File: src/rtl/ws2812_rx.sv
`default_nettype none
// ============================================================================
// Module      : ws2812_rx
// Description : WS2812 single-wire NRZ stream receiver. Synchronizes din,
//               measures high-pulse widths to decode bits MSB-first, assembles
//               24-bit GRB pixels and flags frame boundaries and protocol
//               violations.
// Ports       : sys_clk    - system clock, rising edge
//               sys_rst    - asynchronous active-high reset
//               din        - WS2812 data line (asynchronous)
//               pix_valid  - one-cycle strobe, pix_data/pix_index valid
//               pix_data   - decoded pixel, first-received bit in [23]
//               pix_index  - 0-based pixel position in the frame
//               frame_done - one-cycle strobe at end of a clean frame
//               err        - one-cycle strobe on a protocol violation
//               frame_cnt  - completed-frame count
// Options     : define WS2812_RX_FRAME_CNT_EN to enable the frame counter;
//               otherwise frame_cnt is tied to zero.
// Revision    : 1.0 - initial release
// ============================================================================
module ws2812_rx #(
  parameter int T_MIN    = 8,
  parameter int T_THRESH = 30,
  parameter int T_MAX_H  = 100,
  parameter int T_RESET  = 2500,
  parameter int PIX_MAX  = 64
) (
  input  logic        sys_clk,
  input  logic        sys_rst,
  input  logic        din,
  output logic        pix_valid,
  output logic [23:0] pix_data,
  output logic [6:0]  pix_index,
  output logic        frame_done,
  output logic        err,
  output logic [15:0] frame_cnt
);

  localparam logic [2:0] S_SYNC = 3'd0;
  localparam logic [2:0] S_IDLE = 3'd1;
  localparam logic [2:0] S_HIGH = 3'd2;
  localparam logic [2:0] S_LOW  = 3'd3;
  localparam logic [2:0] S_ERR  = 3'd4;

  // The "-1" forms compare against the count of cycles already seen, so the
  // decision is taken in the cycle that completes the T_xxx-th cycle.
  localparam logic [11:0] c_tmin      = 12'(T_MIN);
  localparam logic [11:0] c_tthresh   = 12'(T_THRESH);
  localparam logic [11:0] c_tmaxh_m1  = 12'(T_MAX_H - 1);
  localparam logic [11:0] c_treset_m1 = 12'(T_RESET - 1);
  localparam logic [11:0] c_pix_max   = 12'(PIX_MAX);

  function automatic logic [11:0] sat_inc(input logic [11:0] v);
    return (v == 12'hFFF) ? v : v + 12'd1;
  endfunction

  logic        r_din_meta, r_din_s, r_din_d;
  logic        w_rise, w_fall;
  logic [2:0]  r_state, w_state_next;
  logic [11:0] r_hcnt, r_lcnt, r_pix_cnt;
  logic [4:0]  r_bit_cnt;
  logic [22:0] r_shift;
  logic        r_pix_valid, r_frame_done, r_err;
  logic [23:0] r_pix_data;
  logic [6:0]  r_pix_index;
  logic        w_bit_done, w_bit_val, w_pix_done, w_pix_out;
  logic        w_frame_end, w_frame_done, w_enter_err, w_enter_idle, w_err;

  // Two-flop synchronizer plus one delay stage for edge detection
  always_ff @(posedge sys_clk or posedge sys_rst) begin
    if (sys_rst) begin
      r_din_meta <= 1'b0;
      r_din_s    <= 1'b0;
      r_din_d    <= 1'b0;
    end else begin
      r_din_meta <= din;
      r_din_s    <= r_din_meta;
      r_din_d    <= r_din_s;
    end
  end

  assign w_rise = r_din_s & ~r_din_d;
  assign w_fall = ~r_din_s & r_din_d;

  // State register
  always_ff @(posedge sys_clk or posedge sys_rst) begin
    if (sys_rst) r_state <= S_SYNC;
    else         r_state <= w_state_next;
  end

  // Next-state logic
  always_comb begin
    w_state_next = r_state;
    case (r_state)
      S_SYNC, S_ERR: begin
        if (!r_din_s && (r_lcnt >= c_treset_m1)) w_state_next = S_IDLE;
      end
      S_IDLE: begin
        if (w_rise) w_state_next = S_HIGH;
      end
      S_HIGH: begin
        // r_hcnt equals the full pulse width in the falling-edge cycle
        if (w_fall)                      w_state_next = (r_hcnt < c_tmin) ? S_ERR : S_LOW;
        else if (r_hcnt >= c_tmaxh_m1)   w_state_next = S_ERR;
      end
      S_LOW: begin
        if (w_rise)                      w_state_next = S_HIGH;
        else if (r_lcnt >= c_treset_m1)  w_state_next = S_IDLE;
      end
      default: w_state_next = S_SYNC;
    endcase
  end

  // Output / event decode
  always_comb begin
    w_bit_done   = (r_state == S_HIGH) && w_fall && (r_hcnt >= c_tmin);
    w_bit_val    = (r_hcnt >= c_tthresh);
    w_pix_done   = w_bit_done && (r_bit_cnt == 5'd23);
    w_pix_out    = w_pix_done && (r_pix_cnt < c_pix_max);
    w_frame_end  = (r_state == S_LOW) && (w_state_next == S_IDLE);
    w_frame_done = w_frame_end && (r_bit_cnt == 5'd0) && (r_pix_cnt != 12'd0);
    w_enter_err  = (w_state_next == S_ERR) && (r_state != S_ERR);
    w_enter_idle = (w_state_next == S_IDLE) && (r_state != S_IDLE);
    // A frame gap in the middle of a pixel is also a violation
    w_err        = w_enter_err || (w_frame_end && (r_bit_cnt != 5'd0));
  end

  // Counters, shift register and registered outputs
  always_ff @(posedge sys_clk or posedge sys_rst) begin
    if (sys_rst) begin
      r_hcnt       <= 12'd0;
      r_lcnt       <= 12'd0;
      r_pix_cnt    <= 12'd0;
      r_bit_cnt    <= 5'd0;
      r_shift      <= 23'd0;
      r_pix_valid  <= 1'b0;
      r_frame_done <= 1'b0;
      r_err        <= 1'b0;
      r_pix_data   <= 24'd0;
      r_pix_index  <= 7'd0;
    end else begin
      r_pix_valid  <= w_pix_out;
      r_frame_done <= w_frame_done;
      r_err        <= w_err;

      case (r_state)
        S_SYNC, S_ERR: r_lcnt <= r_din_s ? 12'd0 : sat_inc(r_lcnt);
        S_IDLE: if (w_rise) r_hcnt <= 12'd1;
        S_HIGH: begin
          if (w_fall) r_lcnt <= 12'd1;
          else        r_hcnt <= sat_inc(r_hcnt);
        end
        S_LOW: begin
          if (w_rise) r_hcnt <= 12'd1;
          else        r_lcnt <= sat_inc(r_lcnt);
        end
        default: ;
      endcase

      // Low-run measurement restarts from zero once an error is flagged
      if (w_enter_err) r_lcnt <= 12'd0;

      if (w_bit_done) begin
        r_shift <= {r_shift[21:0], w_bit_val};
        if (w_pix_done) begin
          r_bit_cnt <= 5'd0;
          r_pix_cnt <= sat_inc(r_pix_cnt);
        end else begin
          r_bit_cnt <= r_bit_cnt + 5'd1;
        end
      end

      if (w_pix_out) begin
        r_pix_data  <= {r_shift, w_bit_val};
        r_pix_index <= r_pix_cnt[6:0];
      end

      // Every IDLE entry starts a fresh frame; any partial pixel is dropped
      if (w_enter_idle) begin
        r_bit_cnt <= 5'd0;
        r_pix_cnt <= 12'd0;
      end
    end
  end

  assign pix_valid  = r_pix_valid;
  assign pix_data   = r_pix_data;
  assign pix_index  = r_pix_index;
  assign frame_done = r_frame_done;
  assign err        = r_err;

`ifdef WS2812_RX_FRAME_CNT_EN
  logic [15:0] r_frame_cnt;

  // Updates on the same edge that raises frame_done, wrapping naturally
  always_ff @(posedge sys_clk or posedge sys_rst) begin
    if (sys_rst)           r_frame_cnt <= 16'd0;
    else if (w_frame_done) r_frame_cnt <= r_frame_cnt + 16'd1;
  end

  assign frame_cnt = r_frame_cnt;
`else
  assign frame_cnt = 16'd0;
`endif

endmodule
`default_nettype wire
File: config.mk
export PLATFORM = sky130hd
export DESIGN_NAME = ws2812_rx
export DESIGN_NICKNAME = d
export VERILOG_FILES = /design/src/rtl/ws2812_rx.sv
export SDC_FILE = /design/constraint.sdc
export NUM_CORES = 1
export LEC_CHECK = 0
export ABC_AREA = 1
export BUFFER_PORTS_ARGS = -buffer_cell sky130_fd_sc_hd__buf_2
export CAP_MARGIN = 40
export CELL_PAD_IN_SITES_DETAIL_PLACEMENT = 1
export CELL_PAD_IN_SITES_GLOBAL_PLACEMENT = 2
export CORE_ASPECT_RATIO = 1.5
export CORE_UTILIZATION = 35
export DETAILED_ROUTE_END_ITERATION = 16
export HOLD_SLACK_MARGIN = 0.03
export MAX_ROUTING_LAYER = met4
export PLACE_DENSITY_LB_ADDON = 0.1
export SYNTH_ARGS = -nofsm -noshare
export SYNTH_HDL_FRONTEND = slang
export SYNTH_SLANG_ARGS = --single-unit
File: constraint.sdc
create_clock -name sys_clk -period 3.5 [get_ports sys_clk]
set_input_delay 0.175 -clock sys_clk [delete_from_list [all_inputs] [get_ports sys_clk]]
set_output_delay 0.175 -clock sys_clk [all_outputs]
set_load 0.005 [all_outputs]
# --- After elaboration in Yosys (flattened, before gate mapping) ---
# Index checks and enable logic that the tools add are counted.
word_totals:
  wordCells: 97
  in_bits: 3
  register_bits: 104
  out_inout_bits: 50
op_classes:
  reduce_logical: 26
  magnitude_cmp: 6
  n_eq_ne: 18
  add_sub_neg: 4
  n_mux: 25
  bitwise_logic: 4
ops:
  columns: ["op", "n"]
  rows:
  - ["$mux 12", 12]
  - ["$add 12x1->12 const B", 3]
  - ["$eq 12x12->1 const B", 3]
  - ["$pmux 12 s3", 1]
  - ["$pmux 12 s2", 1]
  - ["$mux 3", 7]
  - ["$mux 5", 3]
  - ["$ge 12x12->1 const B", 1]
  - ["$ge 12x4->1 const B", 1]
  - ["$ge 12x5->1 const B", 1]
  - ["$ge 12x7->1 const B", 1]
  - ["$lt 12x4->1 const B", 1]
  - ["$lt 12x7->1 const B", 1]
  - ["$pmux 3 s4", 1]
  - ["$reduce_bool 12->1", 1]
  - ["$logic_and 1x1->1", 11]
  - ["$ne 3x3->1 const B", 3]
  - ["$eq 3x1->1 const B", 2]
  - ["$eq 3x2->1 const B", 2]
  - ["$eq 3x3->1 const B", 2]
  - ["$ne 2x2->1 const B", 3]
  - ["$reduce_and 3->1", 2]
  - ["$reduce_bool 2->1", 3]
  - ["$add 5x1->5 const B", 1]
  - ["13 further kinds", 16]

# --- Longest topological paths before layout ---
# Gate-level depths: netlist of run 1.
depth:
  ltp_word: 8
  ltp_mapped: 14
  depth_no_buf: 12

# --- Worst setup path after synthesis of run 1 ---
# Ideal clock, no wire load.
synth_timing:
  path_type: "register -> register"
  start: "reg r_hcnt[0]"
  end: "reg r_hcnt[2]"
  synth_period_minus_slack_ps: 1695
  required_time_ps: 3377
  arrival_ps: 1572
  path_stages_with_launch: 12
  setup_ps: 123
  setup_slack_ps: 1805
  path_cell_list: "dfrtp_1 -> ha_1 -> inv_1 -> nor2_1 -> nand2_1 -> nor2_1 -> nand3b_1 -> nand2_1 -> nand2_1 -> clkbuf_1 -> a21oi_1 -> nor2_1"
synth_between:
  elab_chain_len: 4
synth_lines:
  columns: ["item", "line_no", "source"]
  rows:
  - ["start, declared", "60", "logic [11:0] r_hcnt, r_lcnt, r_pix_cnt;"]
  - ["start signal, assigned", "151", "else r_hcnt <= sat_inc(r_hcnt);"]
  - ["$add 12x1->12", "54", "return (v == 12'hFFF) ? v : v + 12'd1;"]
  - ["$mux 12", "54", null]
  - ["$mux 12", "150", "if (w_fall) r_lcnt <= 12'd1;"]
  - ["$pmux 12 s2", "146", "case (r_state)"]
# Several ways; a longest one is shown, not always the timed one. The select of a mux whose other input is x is not followed.
# A chain may end at the register's enable or synchronous reset.

# --- Worst setup path after layout of run 1 ---
layout_timing:
  start: "reg r_hcnt[9]"
  end: "reg r_pix_index[2] (netlist: pix_index[2])"
layout_between:
  elab_chain_len: 4
layout_lines:
  columns: ["item", "line_no", "source"]
  rows:
  - ["$ge 12x4->1", "116", "w_bit_done = (r_state == S_HIGH) && w_fall && (r_hcnt >= c_tmin);"]
  - ["$logic_and 1x1->1", "116", null]
  - ["$logic_and 1x1->1", "118", "w_pix_done = w_bit_done && (r_bit_cnt == 5'd23);"]
  - ["$logic_and 1x1->1", "119", "w_pix_out = w_pix_done && (r_pix_cnt < c_pix_max);"]
  - ["named net w_pix_out", "66", "logic w_bit_done, w_bit_val, w_pix_done, w_pix_out;"]
  - ["end signal, assigned", "175", "r_pix_index <= r_pix_cnt[6:0];"]
  - ["end, declared", "65", "logic [6:0] r_pix_index;"]
# The timed path passes the listed nets, and every way through them passes these cells.

==> results of run 1 <==
## logic make-up (layout without fill, tap and decap cells)
family / after synthesis / count (layout) / share of synthesized area (%)
buffers and inverters: 125 / 149 / 10.6
muxes: 1 / 1 / 0.190
xor gates and xnor gates: 22 / 22 / 3.66
and+or+nand+nor: 294 / 294 / 24.7
DFF: 104 / 104 / 49.4
other: 1 / 16 / 0.0712
AOI/OAI and AO/OA: 94 / 94 / 9.67
adders and majority gates: 7 / 7 / 1.66
## routing by layer
metal / vias up / share of wire (%) / track usage [%]
met5: - / 0 / -
met4: 0 / 2.3 / 7.14
met3: 19 / 2.3 / 3.03
met2: 52 / 53 / 31.9
met1: 2046 / 42 / 23.1
li1: 2088 / - / -
## through the flow
step                setup WS, ns  power (uW)  instances  utilization, %  hold slack, ns
CTS                        0.952        2260        883            40.4           0.208
global placement            1.10        1280        865            38.2           0.314
detailed placement         0.987        1290        866            38.4          0.0484
global route               0.668        2320        883            40.4           0.239
finish                     0.975        2230        883            40.4           0.231
floorplan                  0.593        1280        663               -           0.206
## registers in the layout, summed over array words and instances (netlist names), 3 cells and up
signal     count
r_hcnt        12
r_state        3
pix_index      7
r_shift       23
pix_data      24
r_pix_cnt     12
r_lcnt        12
r_bit_cnt      5
## tightest hold or removal path: cells and delay by family
| family | cells | cell delay (ns) |
|---|---|---|
| buffers and inverters | 3 | 0.74 |
## worst max-delay path by stage
| stage | startpoint | to | depth (start not counted) |
|---|---|---|---|
| after floorplan | sys_rst | err$_DFF_PP0_ | 1 |
| after global placement | r_state[0]$_DFF_PP0_ | r_hcnt[9]$_DFFE_PP0P_ | 6 |
| after detailed placement | r_hcnt[9]$_DFFE_PP0P_ | pix_index[2]$_DFFE_PP0P_ | 12 |
| after CTS | r_hcnt[9]$_DFFE_PP0P_ | pix_index[2]$_DFFE_PP0P_ | 12 |
| after global routing | r_hcnt[11]$_DFFE_PP0P_ | pix_index[2]$_DFFE_PP0P_ | 12 |
| final | r_hcnt[9]$_DFFE_PP0P_ | pix_index[2]$_DFFE_PP0P_ | 12 |
## timing repair
| action | 4_1_cts | 5_1_grt |
|---|---|---|
| gates resized for setup | 0 | 0 |
| hold endpoints to repair | 87 | 0 |
| hold buffers | 2 | 0 |
## cells in the final DEF (no fill, tap or decap), drive strengths merged, types with 11 or more instances in the layout
cell and count:
nand2 164, dfrtp 104, inv 94, o21ai 68, nor2 60, buf 40
nand3 38, xor2 17, conb 16, nand4 12, nor3 12, a21oi 11
## final cells by class
type	count	area, sq um	area share [%]
timing repair buffer	42	263	4.46
clock inverter	5	41.3	0.701
sequential	104	2600	44.2
tap	196	245	4.16
multi-input combinational	434	2160	36.7
clock buffer	10	229	3.89
inverter	92	350	5.94
## power by group through the flow
| stage | combinational, uW | sequential [uW] | clock, uW |
|---|---|---|---|
| after floorplan | 48.0 | 1230 | 0 |
| after global placement | 50.5 | 1230 | 0 |
| after detailed placement | 55.7 | 1230 | 0 |
| after CTS | 57.3 | 1210 | 993 |
| after global routing | 65.5 | 1210 | 1040 |
| final | 55.2 | 1210 | 963 |
==> flow_summary.json, run 1 <==
{
  "drive_gt1_share_pct": 10.2,
  "ir_worst_vdd_mv": 0.196,
  "netlist_area_sq_um": 5270,
  "yosysTopAreaCellShare_pct": 49.4,
  "synth_seq_cells": 104,
  "intPower_uw": 1710,
  "seqPwrFrac_pct": 54.3,
  "setup_viol_count_final": 0,
  "synthMostInstantiatedCell": "nand2_1",
  "p_sw_share_pct": 23.4,
  "maxCapViolations": 0,
  "initial_utilization_pct": 36.1,
  "gp_congestion": 0.792,
  "crit_slowest_cell": "dfrtp_1",
  "first_pass_iters": 6,
  "gr-total-overflow": 0,
  "path_cells": "nor2_1 > nand2_1 > inv_1 > nand3_1 > nand2_4 > inv_4 > nand2_4 > nor2_8 > inv_2 > buf_12 > nand2_1 > o21ai_1",
  "arrival_ns": 2.79,
  "clock_sinks": 104,
  "die_area_sq_um": 15500,
  "p_clk_share_pct": 43.2,
  "crit_path_max_incr_delay_ns": 0.43,
  "syn_inst": 648,
  "maxSlewViolCount": 0,
  "status": "complete, no violations",
  "hold_viol": 0,
  "leakage_uw": 0.00291,
  "pwr-share-comb_pct": 2.5,
  "synth_edf_count": 0,
  "wl_per_cell_um": 14.7,
  "vias_per_cell": 4.76,
  "port_buffers": 36,
  "hp-class": "primary input to async pin",
  "antenna_found_initial": 0,
  "vias": 4205,
  "worstPathRequired_ns": 3.76,
  "fin_crit_ns": 2.52,
  "finalSetupTns_ns": 0,
  "grt_use_total_pct": 19.2,
  "syn_area_per_cell_sq_um": 8.13,
  "dp_hpwl_um": 9740,
  "grt_start_max_net_pins": 69,
  "ys_async_sr_fraction_pct": 100,
  "drt-total-wl_um": 13000,
  "post_cts_buffers": 0,
  "fmax_ghz": 0.396,
  "route.detailed.drc": 0,
  "cts_tree": "done",
  "crit_type": "flip-flop to flip-flop",
  "yosys_warnings": 0,
  "synth_common_cells": "161 x nand2_1, 104 x dfrtp_1, 88 x inv_1",
  "ff2ff_path_depth": 12,
  "drt_iter0_markers": 109,
  "grt_pass1_wl_um": 22500,
  "final_nets": 693,
  "grt_pass1_vias": 4473,
  "ff2ff_setup_slack_ns": 0.98,
  "critical_path.top_delay_family": "simple AND/OR/NAND/NOR gates",
  "worst_pin_slew_ns": 0.593,
  "postPlaceCellArea_sq_um": 5600,
  "synth_area_leaders": "dfrtp_1 49%, nand2_1 11%, inv_1 6.3%",
  "fill_cells": 1820,
  "pwr_density_cell_nw_per_um2": 378,
  "seq_area_frac_synth_pct": 49.4,
  "yosysUniqueCellTypes": 38,
  "std_cell_rows": 54,
  "critPathBufInv": 4,
  "cts_root_buf": "clkbuf_16",
  "numCtsBuffers": 9,
  "clockBufferDepth": 2,
  "worst_setup_path_end_kind": "flip-flop",
  "core_sq_um": 14600,
  "antenna_cells": 0,
  "ant_nets": 0,
  "io_pins": 53,
  "dieWidth_um": 102,
  "power.switching_uw": 520,
  "dieHeight_um": 152,
  "r2r-end": "pix_index[2]$_DFFE_PP0P_",
  "grt_setup_unrepaired": "no",
  "worstReg2RegStart": "r_hcnt[9]$_DFFE_PP0P_",
  "yosys.area.top_type": "dfrtp_1",
  "synth_ff_type": "dfrtp_1",
  "start_kind": "flip-flop",
  "critPathMaxFanout": 53,
  "slew_headroom_pct": 60.4,
  "clk_pin_slew_ns": 0.08,
  "area_growth_syn_to_layout_pct": 11.9,
  "clk_latency_ns": 0.35,
  "htreeDepth": 3,
  "post-route-period-util_pct": 72.1,
  "finClkSkew_ns": 0.0114,
  "fin_area_sq_um": 5890
}
Note: power is estimated with default switching activity, not from simulation.
==> run 2, diff against run 1 <==
- ABC_AREA: 1 -> 0
- CORE_UTILIZATION: 35 -> 34
- clock period: 3.5 -> 2.2 ns (I/O delays scaled with it)
==> flow_summary.json, run 2 <==
{
  "status": "complete, no violations",
  "port_buffers": 36,
  "seq_area_frac_synth_pct": 53.4,
  "initial_utilization_pct": 34.8,
  "fmax_ghz": 0.498,
  "fin_crit_ns": 2.01,
  "gr-total-overflow": 0,
  "syn_area_per_cell_sq_um": 10.3,
  "worst_setup_path_end_kind": "flip-flop",
  "seqPwrFrac_pct": 52.5,
  "dieWidth_um": 99.8,
  "layout_commonest_cell": "dfrtp_1",
  "maxCapViolations": 0,
  "grt_setup_unrepaired": "no",
  "ys_async_sr_fraction_pct": 100,
  "synth_common_cells": "104 x dfrtp_1, 90 x nand2_1, 35 x nor2_1",
  "leakage_uw": 0.00284,
  "yosysTopAreaCellShare_pct": 53.4,
  "hold_viol": 0,
  "netlist_area_sq_um": 4880,
  "gp_congestion": 0.780,
  "vias": 3745,
  "use_met2_pct": 30.4,
  "route.detailed.drc": 0,
  "clk_pin_slew_ns": 0.07,
  "drt-total-wl_um": 11400,
  "wl_per_cell_um": 15.5,
  "clockBufferDepth": 2,
  "ir_worst_vdd_mv": 0.296,
  "busiest_layer": "met2",
  "dp_hpwl_um": 8180,
  "start_kind": "flip-flop",
  "grt_use_total_pct": 17.1,
  "pwr-share-comb_pct": 2.6,
  "post-route-period-util_pct": 91.3,
  "yosys_warnings": 0,
  "met3_usage_pct": 2.58,
  "arrival_ns": 2.25,
  "critPathMaxFanout": 7,
  "intPower_uw": 2870,
  "p_sw_share_pct": 21.7,
  "clk_latency_ns": 0.34,
  "area_growth_syn_to_layout_pct": 19.6,
  "synth_ff_type": "dfrtp_1",
  "grtUsageMet1_pct": 19.8,
  "synth_seq_cells": 104,
  "htreeDepth": 3,
  "layout_common_cells": "104 x dfrtp_1, 90 x nand2_1, 36 x buf_2",
  "drt_iter0_markers": 105,
  "synth_area_leaders": "dfrtp_1 53%, nand2_1 6.9%, mux2_2 6.5%",
  "finalSetupTns_ns": 0,
  "cts_tree": "done",
  "antenna_cells": 0,
  "setup_viol_count_final": 0,
  "vias_per_cell": 5.09,
  "crit_type": "flip-flop to flip-flop",
  "std_cell_rows": 53,
  "drive_gt1_share_pct": 23.7,
  "yosys.area.top_type": "dfrtp_1",
  "grt_pass1_vias": 3932,
  "ant_nets": 0,
  "grt_start_max_net_pins": 44,
  "maxSlewViolCount": 0,
  "fill_cells": 1593,
  "slew_headroom_pct": 54.0,
  "p_clk_share_pct": 44.9,
  "pwr_density_cell_nw_per_um2": 628,
  "dieHeight_um": 149,
  "final_util_pct": 41.7,
  "hp-class": "flip-flop to flip-flop",
  "worstPathRequired_ns": 2.44,
  "yosysUniqueCellTypes": 54,
  "finClkSkew_ns": 0.00773,
  "worst_pin_slew_ns": 0.688,
  "die_area_sq_um": 14800,
  "synthMostInstantiatedCell": "dfrtp_1",
  "power.switching_uw": 794,
  "io_pins": 53,
  "final_nets": 550,
  "first_pass_iters": 4,
  "syn_inst": 472,
  "synth_edf_count": 0,
  "core_sq_um": 14000,
  "grt_pass1_wl_um": 19500,
  "largest_register_ffs": 24,
  "cts_root_buf": "clkbuf_16",
  "clock_sinks": 104,
  "post_cts_buffers": 0,
  "numCtsBuffers": 9,
  "antenna_found_initial": 0
}
## run 2: cell types whose count changed in the layout (fill, tap and decap cells not counted), sizes merged, moves of 9 or more
cell    delta
a311oi     +9
buf       +32
inv       -82
mux2      +29
nand2     -74
nand3     -28
nor2      -25
o21ai     -62
xor2      -15
## run 2: cells by family (layout without fill, tap and decap cells)
logic type / Yosys count / count (layout) / synth area share (%)
simple gates: 215 / 215 / 21.9
compound gates: 56 / 56 / 8.08
fa+ha+maj: 7 / 7 / 1.80
flops: 104 / 104 / 53.4
other cells: 1 / 16 / 0.0769
xor+xnor: 15 / 15 / 2.69
buf+inv: 43 / 100 / 4.95
mux: 31 / 31 / 7.11
## run 2: final cells by class
class | instances | area, sq um | area share [%]
Timing Repair Buffer | 74 | 520 | 8.93
Sequential cell | 104 | 2600 | 44.6
Inverter | 11 | 45.0 | 0.773
Clock inverter | 5 | 65.1 | 1.12
Multi-Input combinational cell | 340 | 2120 | 36.3
Tap cell | 192 | 240 | 4.12
Clock buffer | 10 | 239 | 4.10
## run 2: power by group through the flow
stage / clock, uW / sequential [uW] / combinational [uW]
finish: 1640 / 1920 / 93.8
floorplan: 0 / 1960 / 76.3
detailed placement: 0 / 1960 / 95.4
global placement: 0 / 1960 / 94.1
CTS: 1710 / 1920 / 98.3
global route: 1770 / 1920 / 109
## run 2: routing by layer
metal | up-vias | routed length (um) | share of wire (%)
li1 | 1776 | - | -
met1 | 1926 | 4970 | 44
met2 | 36 | 6080 | 53
met3 | 7 | 208 | 1.8
met4 | 0 | 122 | 1.1
met5 | - | 0 | 0
## run 2: worst paths after layout
check                           slack, ns              startpoint  cells past startpoint                       end
worst min-delay path                 0.35    r_din_meta$_DFF_PP0_                      0         r_din_s$_DFF_PP0_
worst max register to register       0.19  r_hcnt[10]$_DFFE_PP0P_                      7  r_pix_cnt[5]$_DFFE_PP0P_
max in group asynchronous            1.12                 sys_rst                      4   pix_data[8]$_DFFE_PP0P_
worst max-delay path                 0.19  r_hcnt[10]$_DFFE_PP0P_                      7  r_pix_cnt[5]$_DFFE_PP0P_
min in group asynchronous            0.42                 sys_rst                      3     r_hcnt[1]$_DFFE_PP0P_
worst min register to register       0.35    r_din_meta$_DFF_PP0_                      0         r_din_s$_DFF_PP0_
## run 2: through the flow
step	cells	total power, uW	area (sq um)	setup WS (ns)	hold WS [ns]
after detailed placement	719	2060	5500	0.157	0.220
final	736	3660	5830	0.192	0.348
after floorplan	487	2040	4940	0.219	0.141
after global placement	719	2050	5500	0.187	0.224
after global routing	736	3800	5830	0.0412	0.367
after CTS	736	3730	5820	0.147	0.353
## run 2: worst max-delay path: stages (launching register included)
cell	delay, ns
dfrtp_1	0.41
nor4_1	0.09
buf_4	0.16
a31o_2	0.28
buf_4	0.16
nor3_2	0.41
a31oi_1	0.15
a311oi_1	0.25
## run 2: timing repair
| item | CTS | global route |
|---|---|---|
| setup endpoints to repair | 0 | 1 |
| resized for setup | 0 | 1 |
| hold buffers | 2 | 0 |
| hold endpoints to repair | 28 | 0 |
==> run 3, diff against run 2 <==
- RECOVER_POWER: default -> 50
==> flow_summary.json, run 3 (same netlist as run 2, synthesis figures left out) <==
{
  "status": "complete, no violations",
  "vias_per_cell": 5.08,
  "worstPathRequired_ns": 2.44,
  "numCtsBuffers": 9,
  "crit_path_max_incr_delay_ns": 0.42,
  "antenna_cells": 0,
  "start_kind": "flip-flop",
  "htreeDepth": 3,
  "maxCapViolations": 0,
  "fill_cells": 1598,
  "vias": 3740,
  "grt_use_total_pct": 17.1,
  "timing.critical_path.from": "r_hcnt[11]$_DFFE_PP0P_",
  "grt_pass1_vias": 3932,
  "critPathMaxFanout": 7,
  "wl_per_cell_um": 15.5,
  "crit_slowest_cell": "dfrtp_1",
  "post_cts_buffers": 0,
  "fin_crit_ns": 2.00,
  "clock_sinks": 104,
  "std_cell_rows": 53,
  "grt_start_max_net_pins": 44,
  "slew_headroom_pct": 15.3,
  "grt_pass1_wl_um": 19500,
  "leakage_uw": 0.00276,
  "path_cells": "nor4_1 > buf_4 > a31o_2 > buf_4 > nor3_2 > a31oi_1 > a311oi_1",
  "setup_viol_count_final": 0,
  "crit_top_cell": "buf_4",
  "route.detailed.drc": 0,
  "port_buffers": 36,
  "dieHeight_um": 149,
  "ant_nets": 0,
  "core_sq_um": 14000,
  "gr-total-overflow": 0,
  "crit_type": "flip-flop to flip-flop",
  "die_area_sq_um": 14800,
  "layout_commonest_cell": "dfrtp_1",
  "clk_latency_ns": 0.34,
  "dieWidth_um": 99.8,
  "drt_iter0_markers": 103,
  "layout_common_cells": "104 x dfrtp_1, 90 x nand2_1, 35 x nor2_1",
  "dp_hpwl_um": 8180,
  "largest_register_ffs": 24,
  "cts_tree": "done",
  "drive_gt1_share_pct": 21.0,
  "maxSlewViolCount": 0,
  "arrival_ns": 2.25,
  "io_pins": 53,
  "ir_worst_vdd_mv": 0.298,
  "fmax_ghz": 0.499,
  "holdCritStartpoint": "r_din_meta$_DFF_PP0_",
  "post-route-period-util_pct": 91.1,
  "worst_pin_slew_ns": 1.26,
  "finalSetupTns_ns": 0,
  "hold_viol": 0,
  "clk_pin_slew_ns": 0.07,
  "worst_setup_path_end_kind": "flip-flop",
  "final_nets": 550,
  "totalPowerFinal_uw": 3660,
  "cts_root_buf": "clkbuf_16",
  "area_growth_syn_to_layout_pct": 18.5,
  "initial_utilization_pct": 34.8,
  "first_pass_iters": 4,
  "gp_congestion": 0.780,
  "grt_setup_unrepaired": "no",
  "clockBufferDepth": 2,
  "finClkSkew_ns": 0.00784,
  "worstReg2RegStart": "r_hcnt[11]$_DFFE_PP0P_",
  "hp-class": "flip-flop to flip-flop",
  "antenna_found_initial": 0,
  "pwr_density_cell_nw_per_um2": 633,
  "drt-total-wl_um": 11400
}
run 3: worst paths after layout:
check                                      endpoint  slack (ns)  depth (start not counted)
hold reg to reg                   r_din_s$_DFF_PP0_        0.35                          0
max in group asynchronous  r_pix_cnt[8]$_DFFE_PP0P_        0.36                          4
setup reg to reg           r_pix_cnt[5]$_DFFE_PP0P_        0.20                          7
hold / removal                    r_din_s$_DFF_PP0_        0.35                          0
min in group asynchronous     r_hcnt[1]$_DFFE_PP0P_        0.58                          3
setup / recovery           r_pix_cnt[5]$_DFFE_PP0P_        0.20                          7
run 3: stage by stage:
stage / cell area, sq um / hold slack, ns / worst slack [ns] / instances / util (%)
2_1_floorplan: 4940 / 0.141 / 0.219 / 487 / -
3_3_place_gp: 5500 / 0.224 / 0.187 / 719 / 39.3
3_5_place_dp: 5500 / 0.220 / 0.157 / 719 / 39.3
4_1_cts: 5820 / 0.353 / 0.147 / 736 / 41.6
5_1_grt: 5780 / 0.367 / 0.0398 / 736 / 41.3
6_report: 5780 / 0.349 / 0.196 / 736 / 41.3
run 3: critical path: cells and delay by family, from the launching register on:
kind / cells / cell delay (ns)
AOI/OAI and AO/OA: 3 / 0.68
buffers and inverters: 2 / 0.32
DFF: 1 / 0.42
and+or+nand+nor: 2 / 0.50
run 3: what timing repair did:
item | in CTS | in global routing
hold endpoints to repair | 28 | 0
gates resized for setup | 0 | 1
setup endpoints to repair | 0 | 1
hold buffers | 2 | 0
run 3: report_power, final:
part	internal, uW	total [uW]	switching [uW]	leakage, uW
Sequential	1920	1920	4.90	0.00144
Combinational	20.6	84.9	64.3	0.00118
Clock	920	1650	728	0.000143
run 3: cell type report:
type,instances,area [sq um],area share (%)
Timing Repair Buffer,74,469,8.12
Sequential cell,104,2600,45.1
Multi-Input combinational cell,340,2120,36.7
Tap cell,192,240,4.16
Clock inverter,5,65.1,1.13
Inverter,11,42.5,0.737
Clock buffer,10,239,4.14
run 3: layer usage:
| metal | wire length [um] | up-vias | GRT usage [%] |
|---|---|---|---|
| li1 | - | 1765 | - |
| met1 | 4960 | 1927 | 19.8 |
| met2 | 6120 | 42 | 30.4 |
| met3 | 226 | 6 | 2.58 |
| met4 | 117 | 0 | 4.63 |
| met5 | 0 | - | - |
